## config.mk

```make
export PLATFORM = sky130hd
export DESIGN_NAME = video_pattern_writer
export DESIGN_NICKNAME = d
export VERILOG_FILES = /design/src/rtl/video_pattern_writer_pkg.sv /design/src/rtl/video_pattern_writer_msg_rom.sv /design/src/rtl/video_pattern_writer.sv
export SDC_FILE = /design/constraint.sdc
export NUM_CORES = 1
export LEC_CHECK = 0
export BUFFER_PORTS_ARGS = -buffer_cell sky130_fd_sc_hd__buf_2
export CAP_MARGIN = 5
export CORE_UTILIZATION = 40
export CTS_CLUSTER_SIZE = 8
export DETAILED_ROUTE_END_ITERATION = 7
export MAX_ROUTING_LAYER = met4
export PLACE_DENSITY = 0.7
export SYNTH_ARGS = -nofsm -noshare
export SYNTH_HDL_FRONTEND = slang
export SYNTH_SLANG_ARGS = --single-unit
export TNS_END_PERCENT = 30
```

## constraint.sdc

```tcl
create_clock -name clk -period 8.9 [get_ports clk]
set_input_delay 0.445 -clock clk [delete_from_list [all_inputs] [get_ports clk]]
set_output_delay 0.445 -clock clk [all_outputs]
set_load 0.02 [all_outputs]
```

## src/rtl/video_pattern_writer_pkg.sv

```systemverilog
// Shared display types, pattern modes and the per-cell data encoding used by the pattern writer.
package video_package;

  typedef logic [11:0] disp_addr_t;
  typedef logic [15:0] disp_data_t;

  typedef enum logic [1:0] {PM_CLEAR, PM_FILL, PM_RAMP, PM_MSG} pattern_mode_t;
  typedef enum logic [1:0] {ST_IDLE, ST_WRITE, ST_DONE} writer_state_t;

  localparam int         MSG_LEN    = 32;
  localparam logic [7:0] CHAR_SPACE = 8'h20;
  localparam logic [7:0] CHAR_STAR  = 8'h2A;

  // MSG rows alternate attribute bit 0 so neighbouring text lines are distinguishable.
  function automatic disp_data_t cell_data(pattern_mode_t mode, logic [7:0] attr,
                                           logic [7:0] ch, logic [7:0] k_lo,
                                           logic row_odd, logic [7:0] msg_ch);
    case (mode)
      PM_CLEAR: return {attr, CHAR_SPACE};
      PM_FILL:  return {attr, ch};
      PM_RAMP:  return {attr, k_lo};
      default:  return {attr ^ {7'b0, row_odd}, msg_ch};
    endcase
  endfunction

endpackage

```

## src/rtl/video_pattern_writer_msg_rom.sv

```systemverilog
// video_msg_rom: 32-entry combinational message lookup, character 0 first.
module video_msg_rom
  import video_package::*;
(
  input  logic [4:0] idx_i,
  output logic [7:0] char_o
);

  localparam logic [8*MSG_LEN-1:0] MSG_TEXT = "Hello from UPduino video!       ";

  assign char_o = MSG_TEXT[8*(MSG_LEN-1-int'(idx_i)) +: 8];

endmodule

```

## src/rtl/video_pattern_writer.sv

```systemverilog
// video_pattern_writer: fills a len x ROWS display region with CLEAR/FILL/RAMP/MSG patterns.
// Define VIDEO_PATTERN_MSG_EN to build the message ROM; otherwise MSG mode writes asterisks.
module video_pattern_writer
  import video_package::*;
#(
  parameter int         FRAME_INTERVAL = 300,
  parameter int         ROWS           = 30,
  parameter disp_addr_t BASE_ADDR      = '0
) (
  input  logic       clk,
  input  logic       reset_i,
  input  logic       eof_i,
  input  logic       start_i,
  input  logic [1:0] mode_i,
  input  logic       auto_i,
  input  logic [7:0] attr_i,
  input  logic [7:0] fill_char_i,
  input  disp_addr_t pf_line_len_i,
  output logic       busy_o,
  output logic       done_o,
  output logic       wr_en_o,
  output disp_addr_t wr_addr_o,
  output disp_data_t wr_data_o
);

  localparam int FW = (FRAME_INTERVAL > 1) ? $clog2(FRAME_INTERVAL) : 1;
  localparam int RW = (ROWS > 1) ? $clog2(ROWS) : 1;
  localparam logic [FW-1:0] FRAME_LAST = FW'(FRAME_INTERVAL - 1);
  localparam logic [RW-1:0] ROW_LAST   = RW'(ROWS - 1);

  writer_state_t state_q, state_d;
  pattern_mode_t mode_q, mode_d;
  logic [FW-1:0] frame_q, frame_d;
  disp_addr_t    len_q, len_d, col_q, col_d, k_q, k_d;
  logic [RW-1:0] row_q, row_d;
  logic [7:0]    attr_q, attr_d, char_q, char_d;
  logic          wr_en_q, wr_en_d, busy_q, busy_d, done_q, done_d;
  disp_addr_t    wr_addr_q, wr_addr_d;
  disp_data_t    wr_data_q, wr_data_d;
  logic [7:0]    msg_char;
  logic          eof_trig, trig, last_cell;

  assign eof_trig  = eof_i && (FRAME_INTERVAL != 0) && (frame_q == FRAME_LAST);
  assign trig      = (state_q == ST_IDLE) && (start_i || eof_trig);
  assign last_cell = (col_q == len_q - 1'b1) && (row_q == ROW_LAST);

  always_ff @(posedge clk) begin
    if (reset_i) begin
      state_q   <= ST_IDLE;
      mode_q    <= pattern_mode_t'(mode_i);
      frame_q   <= '0;
      wr_en_q   <= 1'b0;
      wr_addr_q <= BASE_ADDR;
      wr_data_q <= '0;
      busy_q    <= 1'b0;
      done_q    <= 1'b0;
    end else begin
      state_q   <= state_d;
      mode_q    <= mode_d;
      frame_q   <= frame_d;
      wr_en_q   <= wr_en_d;
      wr_addr_q <= wr_addr_d;
      wr_data_q <= wr_data_d;
      busy_q    <= busy_d;
      done_q    <= done_d;
    end
    len_q  <= len_d;
    attr_q <= attr_d;
    char_q <= char_d;
    col_q  <= col_d;
    row_q  <= row_d;
    k_q    <= k_d;
  end

  always_comb begin
    state_d = state_q;
    case (state_q)
      ST_IDLE:  if (trig && (pf_line_len_i != '0)) state_d = ST_WRITE;
      ST_WRITE: if (last_cell) state_d = ST_DONE;
      default:  state_d = ST_IDLE;
    endcase
  end

  // Output registers hold the write being presented, so next values describe the next cell.
  always_comb begin
    mode_d    = mode_q;
    frame_d   = frame_q;
    len_d     = len_q;
    attr_d    = attr_q;
    char_d    = char_q;
    col_d     = col_q;
    row_d     = row_q;
    k_d       = k_q;
    wr_en_d   = 1'b0;
    wr_addr_d = wr_addr_q;
    busy_d    = 1'b0;
    done_d    = 1'b0;
    case (state_q)
      ST_IDLE: begin
        if (eof_i) frame_d = eof_trig ? '0 : frame_q + 1'b1;
        if (trig) begin
          len_d  = pf_line_len_i;
          attr_d = attr_i;
          char_d = fill_char_i;
          if (!auto_i) mode_d = pattern_mode_t'(mode_i);
          col_d  = '0;
          row_d  = '0;
          k_d    = '0;
          if (pf_line_len_i == '0) begin
            done_d = 1'b1;
          end else begin
            wr_en_d   = 1'b1;
            busy_d    = 1'b1;
            wr_addr_d = BASE_ADDR;
          end
        end
      end
      ST_WRITE: begin
        if (last_cell) begin
          done_d = 1'b1;
        end else begin
          wr_en_d   = 1'b1;
          busy_d    = 1'b1;
          wr_addr_d = wr_addr_q + 1'b1;
          k_d       = k_q + 1'b1;
          if (col_q == len_q - 1'b1) begin
            col_d = '0;
            row_d = row_q + 1'b1;
          end else begin
            col_d = col_q + 1'b1;
          end
        end
      end
      default: if (auto_i) mode_d = pattern_mode_t'(mode_q + 2'd1);
    endcase
  end

  always_comb begin
    wr_data_d = wr_data_q;
    if (wr_en_d) wr_data_d = cell_data(mode_d, attr_d, char_d, k_d[7:0], row_d[0], msg_char);
  end

`ifdef VIDEO_PATTERN_MSG_EN
  video_msg_rom u_msg_rom (
    .idx_i  (col_d[4:0]),
    .char_o (msg_char)
  );
`else
  assign msg_char = CHAR_STAR;
`endif

  assign busy_o    = busy_q;
  assign done_o    = done_q;
  assign wr_en_o   = wr_en_q;
  assign wr_addr_o = wr_addr_q;
  assign wr_data_o = wr_data_q;

endmodule
```

==> qor_table.md, run 1 <==
| Parameter | Reported | Unit |
|:---|:---|:---|
| Worst reg2reg path depth | 9 | - |
| Clock tree from TritonCTS | built | - |
| Routed via count | 3827 | - |
| CP startpoint kind | register | - |
| Cell chosen for the clock root | sky130_fd_sc_hd__clkbuf_16 | - |
| Worst Tran Pin Value | 1.04 | ns |
| Worst hold-check slack | 0.304 | ns |
| Final #Nets | 610 | - |
| Final RePlAce weighted congestion | 0.869 | - |
| Worst Hold End | len_q[4]$_DFFE_PP_ | - |
| Number of pins with negative max-slew slack in the final report | 0 | - |
| Die height | 110 | um |
| Number of buffers inserted to repair setup after CTS | 0 | - |
| Cell count after synthesis | 512 | - |
| Non-filler instance count after layout | 716 | - |
| Critical-path cell list | nor4bb_1, a41o_1, nand2_1, buf_4, inv_1, nand2_1, nand2_1, o311ai_0, a21oi_1 | - |
| Port Buffer Count | 65 | - |
| Total core area | 11400 | um^2 |
| Most numerous cell types in the synthesized netlist | sky130_fd_sc_hd__nand2_1 (98), sky130_fd_sc_hd__dfxtp_1 (68), sky130_fd_sc_hd__nor2_1 (57) | - |
| Netlist area before placement | 4660 | um^2 |
| DR vias/cell | 5.34 | - |
| Hold Path Cell Cnt | 1 | - |
| Area of the die | 12100 | um^2 |
| Filler cell count in the final layout | 1093 | - |
| Class of the most critical setup path | register to register | - |
| Most common cell on crit path | sky130_fd_sc_hd__nand2_1 | - |
| Post-DR wirelength/cell | 14.7 | um |
| FF/Latch Area | 2200 | um^2 |
| Power per cell area | 194 | nW/um^2 |
| H-tree depth reported by CTS | 3 | - |
| Standard-cell row count | 39 | - |
| Hold path start | pf_line_len_i[4] | - |
| Final HPWL from detailed placement | 7.93 | mm |
| Setup repair after global routing missed its margin | no | - |
| # diodes | 0 | - |
| GRT Overall Usage | 18.9 | % |
| Count of final setup violators | 0 | - |
| Buffers from clock root to sink, at most | 2 | - |
| CTS Hold Buffers Added | 0 | - |
| Top-area cell type share of the netlist area | 29.2 | % |
| First-pass iteration count of the detailed router | 4 | - |
| Initial antenna violation count | 0 | - |
| Most frequent cell after synthesis | sky130_fd_sc_hd__nand2_1 | - |
| Run status | complete, no violations | - |
| Register bit count reported by yosys | 96 | - |
| Max frequency | 254 | MHz |
| Number of CTS-inserted buffers | 9 | - |
| Data arrival time of the worst path | 4.19 | ns |
| Endpoint of the worst-slack reg-to-reg timing path | wr_data_o[3]$_SDFFE_PP0P_ | - |
| Via count of the first global-routing pass | 3724 | - |
| Clock insertion delay at the later pin of the skew report | 0.34 | ns |
| Iter 0 DRT Violations | 189 | - |
| DRT antenna net count | 0 | - |
| Remaining global-route overflow | 0 | - |
| Syn avg cell area | 9.10 | um^2 |
| I/O Pins | 66 | - |
| Register-to-register setup slack | 4.97 | ns |
| Yosys synthesis warning count | 0 | - |
| Layout cells sized above 1 | 18.8 | % |
| Width of the die | 110 | um |
| Cell with the largest stage delay on the worst path | sky130_fd_sc_hd__inv_1 | - |
| Initial cell density of the core | 41.0 | % |
| Summed negative setup slack over all endpoints | 0 | ns |
| Most instantiated flip-flop cell in the synthesis netlist | sky130_fd_sc_hd__dfxtp_1 | - |
| Top post-synthesis cells by area | sky130_fd_sc_hd__dfxtp_1 (29%), sky130_fd_sc_hd__edfxtp_1 (18%), sky130_fd_sc_hd__nand2_1 (7.9%) | - |
| Required time at the worst-slack endpoint | 9.16 | ns |
| Detailed-route DRC error count | 0 | - |
| Relative max-transition margin | 30.4 | % |
| Sum of routed wire length over all layers | 10.5 | mm |
| Beginning of the worst register-to-register path | frame_q[8]$_SDFFE_PP0P_ | - |
| Kind of end point of the critical path | register | - |
| Area growth, synth to finish | 15.5 | % |
| Area of the multi-input gates | 2300 | um^2 |
| Worst Skew | 0.0121 | ns |
| Leakage | 2.17 | nW |
| CTS clock-pin slew for the worst setup and hold paths | 0.07 | ns |
| Kind of cell adding the most delay to the critical path | simple AND/OR/NAND/NOR gates | - |
| # Max-Cap Violations | 0 | - |
| Final Hold Viols | 0 | - |
| Tmin final | 3.93 | ns |
| Global-route wire length before repair | 17.3 | mm |
| Number of sinks on the clock net | 96 | - |
| Crit-path max cell delay | 0.79 | ns |
| Number of buffers and inverters on the critical path | 2 | - |
| Number of instances in the placed design | 700 | - |
| Synth area leader | sky130_fd_sc_hd__dfxtp_1 | - |
| Maximum number of pins on one net before global-route repair | 32 | - |
| Number of enable-type register cells in the synthesized netlist | 28 | - |
| Number of distinct library cell variants in the gate-level netlist after synthesis | 69 | - |
| Largest fanout on the critical path | 31 | - |
| Path category of the worst min-delay check | input port to register | - |
| Async S/R FF share, synth | 0 | % |
| Sequential cell area fraction in the yosys report | 47.3 | % |
| Fin crit share | 44.2 | % |
| Synthesized Nets | 554 | - |
| Peak ir drop on the vdd network | 0.110 | mV |
| Total of cells resized after clock tree synthesis | 0 | - |
==> logic make-up (layout without fill, tap and decap cells) <==
| kind of cell | after synthesis | in the layout | synth area share [%] |
|---|---|---|---|
| compound gates | 69 | 69 | 11.7 |
| buf+inv | 39 | 100 | 3.36 |
| simple gates | 244 | 244 | 24.7 |
| fa+ha+maj | 7 | 7 | 1.88 |
| mux | 10 | 10 | 2.23 |
| xor+xnor | 47 | 47 | 8.84 |
| flops | 96 | 96 | 47.3 |
==> report_power, final <==
part           total [mW]  switching, mW  internal (mW)
sequential          0.517         0.0280          0.489
clock               0.372          0.170          0.202
combinational       0.157         0.0987         0.0583
total                1.05          0.297          0.749
==> cell usage in the layout, fill, tap and decap left out, types with 3 or more instances in the layout <==
master / instances
sky130_fd_sc_hd__a2111oi_0: 3
sky130_fd_sc_hd__a211oi_1: 7
sky130_fd_sc_hd__a21oi_1: 17
sky130_fd_sc_hd__a311oi_1: 4
sky130_fd_sc_hd__and2_1: 4
sky130_fd_sc_hd__and3_1: 9
sky130_fd_sc_hd__buf_2: 65
sky130_fd_sc_hd__buf_4: 3
sky130_fd_sc_hd__clkbuf_16: 9
sky130_fd_sc_hd__dfxtp_1: 68
sky130_fd_sc_hd__edfxtp_1: 28
sky130_fd_sc_hd__ha_1: 7
sky130_fd_sc_hd__inv_1: 16
sky130_fd_sc_hd__mux2_2: 3
sky130_fd_sc_hd__mux2i_1: 7
sky130_fd_sc_hd__nand2_1: 98
sky130_fd_sc_hd__nand2b_1: 5
sky130_fd_sc_hd__nand3_1: 21
sky130_fd_sc_hd__nand3b_1: 3
sky130_fd_sc_hd__nand4_1: 10
sky130_fd_sc_hd__nor2_1: 57
sky130_fd_sc_hd__nor3_1: 10
sky130_fd_sc_hd__nor4_1: 8
sky130_fd_sc_hd__o21ai_0: 5
sky130_fd_sc_hd__or4_1: 3
sky130_fd_sc_hd__xnor2_1: 23
sky130_fd_sc_hd__xor2_1: 24
==> cell type report <==
class / instances / share of cell area [%]
multi-input cells: 377 / 42.8
flip-flops and latches: 96 / 40.9
repair buffers: 68 / 6.47
clock buffers: 10 / 4.44
well taps: 143 / 3.33
inverters: 16 / 1.12
clock inverters: 6 / 0.954
==> per-layer routing <==
layer / part of all wire, % / vias to the layer above / global-route usage (%) / routed length (um)
met2: 51 / 80 / 32.9 / 5380
met4: 2.4 / 0 / 6.29 / 248
met1: 43 / 1826 / 21.9 / 4530
li1: - / 1904 / - / -
met5: 0 / - / - / 0
met3: 3.2 / 17 / 3.50 / 331
==> worst max path at each step <==
stage	startpoint	endpoint	slack, ns	cells after the start
after floorplan	len_q[0]$_DFFE_PP_	wr_data_o[4]$_SDFFE_PP0P_	5.86	10
after global placement	frame_q[8]$_SDFFE_PP0P_	wr_data_o[3]$_SDFFE_PP0P_	5.27	9
after detailed placement	frame_q[8]$_SDFFE_PP0P_	wr_data_o[3]$_SDFFE_PP0P_	5.03	9
after CTS	frame_q[8]$_SDFFE_PP0P_	wr_data_o[3]$_SDFFE_PP0P_	4.99	9
after global routing	frame_q[8]$_SDFFE_PP0P_	wr_data_o[3]$_SDFFE_PP0P_	4.58	9
final	frame_q[8]$_SDFFE_PP0P_	wr_data_o[3]$_SDFFE_PP0P_	4.97	9
==> flip-flops by register name, summed over array words and instances, names as in the netlist <==
register and cells:
state_q 2, row_q 5, mode_q 2, char_q 8, done_o 1, busy_o 1
frame_q 9, wr_addr_o 12, wr_data_o 16, len_q 12, attr_q 8, col_q 12
k_q 8
==> stage by stage <==
stage / instance area, um^2 / setup slack [ns] / utilization (%) / power, mW
floorplan: 4660 / 5.86 / - / 0.635
global placement: 5090 / 5.27 / 44.8 / 0.677
detailed placement: 5090 / 5.03 / 44.8 / 0.683
CTS: 5380 / 4.99 / 47.3 / 1.05
global route: 5380 / 4.58 / 47.3 / 1.09
finish: 5380 / 4.97 / 47.3 / 1.05
Note: power is estimated with default switching activity, not from simulation.
==> run 2, diff against run 1 <==
--- a/config.mk
+++ b/config.mk
@@ -11,7 +11,7 @@
 export CTS_CLUSTER_SIZE = 8
 export DETAILED_ROUTE_END_ITERATION = 7
 export MAX_ROUTING_LAYER = met4
-export PLACE_DENSITY = 0.7
+export PLACE_DENSITY = 0.72
 export SYNTH_ARGS = -nofsm -noshare
 export SYNTH_HDL_FRONTEND = slang
 export SYNTH_SLANG_ARGS = --single-unit
==> constraint.sdc (replaced) <==
create_clock -name clk -period 3.4 [get_ports clk]
set_input_delay 0.17 -clock clk [delete_from_list [all_inputs] [get_ports clk]]
set_output_delay 0.17 -clock clk [all_outputs]
set_load 0.02 [all_outputs]
==> qor_table.md, run 2 (synthesis gave the netlist of run 1 again) <==
| Parameter | Reported | Unit | vs previous |
|:---|:---|:---|:---|
| Run status | complete, no violations | - |  |
| Worst Hold End | len_q[10]$_DFFE_PP_ | - |  |
| Relative max-transition margin | 52.2 | % | +22 points |
| Initial cell density of the core | 41.0 | % | unchanged |
| Standard-cell row count | 39 | - | unchanged |
| Number of sinks on the clock net | 96 | - | unchanged |
| Power per cell area | 522 | nW/um^2 | +170% |
| Largest fanout on the critical path | 6 | - | -81% |
| Path category of the worst min-delay check | input port to register | - |  |
| Final RePlAce weighted congestion | 0.891 | - | +2.5% |
| Clock insertion delay at the later pin of the skew report | 0.34 | ns | about the same |
| Die height | 110 | um | unchanged |
| Data arrival time of the worst path | 3.56 | ns | -0.63 ns |
| I/O Pins | 66 | - | unchanged |
| Post-DR wirelength/cell | 14.9 | um | +1.9% |
| Area of the die | 12100 | um^2 | unchanged |
| Total core area | 11400 | um^2 | unchanged |
| Required time at the worst-slack endpoint | 3.65 | ns | -5.51 ns |
| Cell chosen for the clock root | sky130_fd_sc_hd__clkbuf_16 | - |  |
| CTS clock-pin slew for the worst setup and hold paths | 0.06 | ns | about the same |
| Global-route wire length before repair | 17.4 | mm | +0.72% |
| Fin crit share | 97.3 | % | +53 points |
| Hold Path Cell Cnt | 1 | - | unchanged |
| Endpoint of the worst-slack reg-to-reg timing path | wr_data_o[2]$_SDFFE_PP0P_ | - |  |
| Final HPWL from detailed placement | 7.82 | mm | -1.3% |
| DR vias/cell | 5.33 | - | -0.23% |
| Routed via count | 3877 | - | +1.3% |
| Port Buffer Count | 65 | - | unchanged |
| H-tree depth reported by CTS | 3 | - | unchanged |
| Commonest cells after routing, fill and taps aside | sky130_fd_sc_hd__nand2_1 (96), sky130_fd_sc_hd__dfxtp_1 (68), sky130_fd_sc_hd__buf_2 (65), sky130_fd_sc_hd__nor2_1 (57), sky130_fd_sc_hd__edfxtp_1 (28) | - |  |
| CTS Hold Buffers Added | 0 | - | unchanged |
| Layout cells sized above 1 | 20.7 | % | +1.9 points |
| Timing startpoint of the critical path | len_q[0]$_DFFE_PP_ | - |  |
| CP startpoint kind | register | - |  |
| Via count of the first global-routing pass | 3596 | - | -3.4% |
| Leakage | 2.24 | nW | +3.1% |
| Summed negative setup slack over all endpoints | 0 | ns | unchanged |
| Area growth, synth to finish | 18.5 | % |  |
| DRT antenna net count | 0 | - | unchanged |
| Post-Place Setup Slack | 0.0858 | ns | -4.95 ns |
| Iter 0 DRT Violations | 180 | - | -4.8% |
| Hold path start | pf_line_len_i[10] | - |  |
| Number of instances in the placed design | 705 | - | +0.71% |
| Max reg flops | 16 | - | unchanged |
| Final #Nets | 621 | - | +1.8% |
| Kind of end point of the critical path | register | - |  |
| Maximum number of pins on one net before global-route repair | 30 | - | -6.3% |
| Number of pins with negative max-slew slack in the final report | 0 | - | unchanged |
| Peak ir drop on the vdd network | 0.213 | mV | +93% |
| Count of final setup violators | 0 | - | unchanged |
| Class of the most critical setup path | register to register | - |  |
| Final total power | 2.88 | mW | +180% |
| Most common cell after layout, fill and taps aside | sky130_fd_sc_hd__nand2_1 | - |  |
| Remaining global-route overflow | 0 | - | unchanged |
| Non-filler instance count after layout | 727 | - | +1.5% |
| Number of CTS-inserted buffers | 9 | - | unchanged |
| Initial antenna violation count | 0 | - | unchanged |
| Tmin final | 3.31 | ns | -0.622 ns |
| Beginning of the worst register-to-register path | len_q[0]$_DFFE_PP_ | - |  |
| Worst Skew | 0.0114 | ns | -0.000605 ns |
| Detailed-route DRC error count | 0 | - | unchanged |
| # diodes | 0 | - | unchanged |
| Worst path setup slack after routing | 0.0914 | ns | -4.88 ns |
| Setup repair after global routing missed its margin | yes | - |  |
| Area after detailed placement | 5130 | um^2 | +0.74% |
| Worst reg2reg path depth | 10 | - | +1 |
| Worst Tran Pin Value | 0.711 | ns | -0.331 ns |
| First-pass iteration count of the detailed router | 4 | - | unchanged |
| Buffers from clock root to sink, at most | 2 | - | unchanged |
| Width of the die | 110 | um | unchanged |
| Final Hold Viols | 0 | - | unchanged |
| Clock tree from TritonCTS | built | - |  |
| GRT Overall Usage | 19.5 | % | +0.55 points |
| Sum of routed wire length over all layers | 10.9 | mm | +3.4% |
| Post-route design area | 5520 | um^2 | +2.6% |
| Max frequency | 302 | MHz | +19% |
| Register-to-register setup slack | 0.09 | ns | -4.88 ns |
| # Max-Cap Violations | 0 | - | unchanged |
## run 2: cell types whose count changed in the layout (fill, tap and decap cells not counted), moves of 2 or more
cell	change
sky130_fd_sc_hd__clkbuf_1	+3
sky130_fd_sc_hd__clkbuf_16	+2
sky130_fd_sc_hd__nand2_2	+2
sky130_fd_sc_hd__buf_4	+10
sky130_fd_sc_hd__nand2_1	-2
sky130_fd_sc_hd__inv_6	-2
sky130_fd_sc_hd__clkinv_4	-2
## run 2: per-stage QoR
step | utilization (%) | hold slack [ns]
after floorplan | - | 0.269
after global routing | 48.6 | 0.0140
after detailed placement | 45.1 | 0.365
final | 48.6 | 0.0215
after global placement | 45.1 | 0.366
after CTS | 48.0 | 0.0107
## run 2: power breakdown
part / internal (mW) / switching [mW] / total, mW
Clock: 0.681 / 0.408 / 1.09
Combinational: 0.168 / 0.272 / 0.440
Sequential: 1.28 / 0.0755 / 1.36
Total: 2.13 / 0.755 / 2.88
## run 2: worst max-delay path by stage
stage                                           end  slack, ns  cells after the start
after floorplan           wr_data_o[4]$_SDFFE_PP0P_       0.36                     10
after global placement    wr_addr_o[0]$_SDFFE_PP0P_       0.20                     12
after detailed placement     col_q[2]$_SDFFCE_PP0P_       0.09                      9
after CTS                 wr_data_o[0]$_SDFFE_PP0P_       0.06                     11
after global routing      wr_data_o[2]$_SDFFE_PP0P_      -0.06                     10
final                     wr_data_o[2]$_SDFFE_PP0P_       0.09                     10
## run 2: area by class of cell
class | instances | area [um^2]
clock inverter | 1 | 30.0
sequential | 96 | 2200
timing repair buffer | 79 | 434
fill | 1064 | 5850
inverter | 16 | 60.1
tap | 143 | 179
multi-input combinational | 377 | 2310
clock buffer | 15 | 300
## run 2: timing repair
action / CTS / global route
hold endpoints to repair: 0 / 0
endpoints found under the setup margin: 0 / 29
buffers inserted: 0 / 6
gates resized for setup: 0 / 6
## run 2: worst max-delay path: stages, from the launching register on
cell and delay [ns]:
sky130_fd_sc_hd__edfxtp_1 0.46, sky130_fd_sc_hd__inv_1 0.10, sky130_fd_sc_hd__ha_2 0.22, sky130_fd_sc_hd__or4b_4 0.50, sky130_fd_sc_hd__and4bb_2 0.32, sky130_fd_sc_hd__xnor2_1 0.19, sky130_fd_sc_hd__nand4_1 0.25, sky130_fd_sc_hd__o21ai_4 0.31
sky130_fd_sc_hd__nor2_1 0.12, sky130_fd_sc_hd__or4_1 0.53, sky130_fd_sc_hd__a311oi_2 0.22
## run 2: routing by layer
metal | GRT usage [%] | part of all wire [%] | vias to the layer above
li1 | - | - | 1924
met1 | 24.0 | 44 | 1842
met2 | 30.6 | 49 | 83
met3 | 3.85 | 3.7 | 28
met4 | 9.33 | 3.5 | 0
met5 | - | 0 | -
==> run 3, diff against run 2 <==
--- a/config.mk
+++ b/config.mk
@@ -11,7 +11,6 @@
 export CTS_CLUSTER_SIZE = 8
 export DETAILED_ROUTE_END_ITERATION = 7
 export MAX_ROUTING_LAYER = met4
-export PLACE_DENSITY = 0.72
 export SYNTH_ARGS = -nofsm -noshare
 export SYNTH_HDL_FRONTEND = slang
 export SYNTH_SLANG_ARGS = --single-unit
==> qor_table.md, run 3 (synthesis gave the netlist of run 1 again) <==
| Parameter | Reported | Unit | vs previous |
|:---|:---|:---|:---|
| Run status | complete, no violations | - |  |
| Port Buffer Count | 65 | - | unchanged |
| Clock insertion delay at the later pin of the skew report | 0.35 | ns | about the same |
| Kind of end point of the critical path | register | - |  |
| CP startpoint kind | register | - |  |
| Leakage | 2.22 | nW | -0.55% |
| Setup repair after global routing missed its margin | yes | - |  |
| Non-filler instance count after layout | 728 | - | +0.14% |
| Final total power | 2.80 | mW | -2.8% |
| Post-DR wirelength/cell | 14.3 | um | -4.1% |
| Detailed-route DRC error count | 0 | - | unchanged |
| Number of CTS-inserted buffers | 9 | - | unchanged |
| Clock tree from TritonCTS | built | - |  |
| Post-Place Setup Slack | 0.0720 | ns | -0.0138 ns |
| GRT Overall Usage | 19.2 | % | -0.32 points |
| Data arrival time of the worst path | 3.56 | ns | about the same |
| Total core area | 11400 | um^2 | unchanged |
| Worst path setup slack after routing | 0.0849 | ns | -0.00650 ns |
| Initial cell density of the core | 41.0 | % | unchanged |
| Initial antenna violation count | 0 | - | unchanged |
| Class of the most critical setup path | register to register | - |  |
| Worst Skew | 0.00645 | ns | -0.00499 ns |
| Peak ir drop on the vdd network | 0.318 | mV | +49% |
| Area after detailed placement | 5150 | um^2 | +0.54% |
| Highest routed metal layer | met4 | - |  |
| Die height | 110 | um | unchanged |
| # Max-Cap Violations | 0 | - | unchanged |
| Final Hold Viols | 0 | - | unchanged |
| Global-route wire length before repair | 17.2 | mm | -1.5% |
| Routed length on met1 | 4.88 | mm | +2.2% |
| I/O Pins | 66 | - | unchanged |
| DRT antenna net count | 0 | - | unchanged |
| # diodes | 0 | - | unchanged |
| Filler cell count in the final layout | 1109 | - | +4.2% |
| Buffers from clock root to sink, at most | 2 | - | unchanged |
| Relative max-transition margin | 57.2 | % | +5.1 points |
| Fin crit share | 97.5 | % | +0.19 points |
| Worst hold-check slack | 0.0108 | ns | -0.0107 ns |
| Largest fanout on the critical path | 5 | - | -1 |
| First-pass iteration count of the detailed router | 4 | - | unchanged |
| Final HPWL from detailed placement | 7.61 | mm | -2.7% |
| Remaining global-route overflow | 0 | - | unchanged |
| Tmin final | 3.32 | ns | +0.00650 ns |
| Commonest cells after routing, fill and taps aside | sky130_fd_sc_hd__nand2_1 (98), sky130_fd_sc_hd__dfxtp_1 (68), sky130_fd_sc_hd__buf_2 (65), sky130_fd_sc_hd__nor2_1 (57), sky130_fd_sc_hd__edfxtp_1 (28) | - |  |
| Number of pins with negative max-slew slack in the final report | 0 | - | unchanged |
| Met3 wirelength from detailed routing | 327 | um | -18% |
| Via count of the first global-routing pass | 3577 | - | -0.53% |
| Number of sinks on the clock net | 96 | - | unchanged |
| Maximum number of pins on one net before global-route repair | 30 | - | unchanged |
| Required time at the worst-slack endpoint | 3.64 | ns | about the same |
| Final RePlAce weighted congestion | 0.807 | - | -9.4% |
| Power per cell area | 510 | nW/um^2 | -2.5% |
| Core utilization of the finished layout | 48.4 | % | -0.18 points |
| Standard-cell row count | 39 | - | unchanged |
| Iter 0 DRT Violations | 213 | - | +18% |
| CTS clock-pin slew for the worst setup and hold paths | 0.07 | ns | about the same |
| Path category of the worst min-delay check | input port to register | - |  |
| Count of final setup violators | 0 | - | unchanged |
| Width of the die | 110 | um | unchanged |
| Max frequency | 302 | MHz | -0.20% |
| Detail Route met2 WL | 4.97 | mm | -6.0% |
| Layout cells sized above 1 | 20.7 | % | -0.035 points |
| Area growth, synth to finish | 18.1 | % |  |
| Routed via count | 3810 | - | -1.7% |
| DR vias/cell | 5.23 | - | -1.9% |
| Area of the die | 12100 | um^2 | unchanged |
| Number of instances in the placed design | 707 | - | +0.28% |
| Post-route design area | 5500 | um^2 | -0.36% |
| Worst Tran Pin Value | 0.639 | ns | -0.0722 ns |
| Most common cell after layout, fill and taps aside | sky130_fd_sc_hd__nand2_1 | - |  |
| H-tree depth reported by CTS | 3 | - | unchanged |
| Sum of routed wire length over all layers | 10.4 | mm | -3.9% |
| Summed negative setup slack over all endpoints | 0 | ns | unchanged |
| Max reg flops | 16 | - | unchanged |
| Final #Nets | 622 | - | +0.16% |
| Cell chosen for the clock root | sky130_fd_sc_hd__clkbuf_16 | - |  |
[run 3: final timing paths]
check	from	end	slack, ns	depth (start not counted)
max	len_q[0]$_DFFE_PP_	wr_data_o[2]$_SDFFE_PP0P_	0.08	10
min	pf_line_len_i[6]	len_q[6]$_DFFE_PP_	0.01	1
max reg2reg	len_q[0]$_DFFE_PP_	wr_data_o[2]$_SDFFE_PP0P_	0.08	10
min reg2reg	char_q[7]$_DFF_P_	char_q[7]$_DFF_P_	0.45	2
[run 3: critical path, cell delays in order (launching register included)]
cell and delay [ns]:
sky130_fd_sc_hd__edfxtp_1 0.45, sky130_fd_sc_hd__inv_1 0.09, sky130_fd_sc_hd__ha_2 0.22, sky130_fd_sc_hd__or4b_4 0.50, sky130_fd_sc_hd__and4bb_2 0.32, sky130_fd_sc_hd__xnor2_1 0.18, sky130_fd_sc_hd__nand4_1 0.27, sky130_fd_sc_hd__o21ai_4 0.29
sky130_fd_sc_hd__nor2_1 0.11, sky130_fd_sc_hd__or4_1 0.51, sky130_fd_sc_hd__a311oi_1 0.27
[run 3: repair_timing]
action	in CTS	in global routing
hold buffers	1	0
gates resized for setup	0	5
endpoints found under the hold margin	1	0
setup buffers	0	3
setup endpoints to repair	0	15
[run 3: area by class of cell]
cell class | instances | area, um^2 | area share [%]
tap | 143 | 179 | 3.25
clock inverter | 6 | 67.6 | 1.23
multi-input combinational | 378 | 2320 | 42.1
clock buffer | 10 | 229 | 4.16
inverter | 16 | 60.1 | 1.09
timing repair buffer | 79 | 445 | 8.10
sequential | 96 | 2200 | 40.0
[run 3: power breakdown]
part	total, mW	switching [mW]	internal, mW
registers	1.35	0.0750	1.28
clock network	1.01	0.440	0.575
logic	0.434	0.264	0.170
total	2.80	0.778	2.02
[run 3: routing by layer]
metal	track usage, %	up-vias
met3	3.38	21
met4	8.57	0
li1	-	1933
met1	23.4	1794
met2	31.0	62
met5	-	-
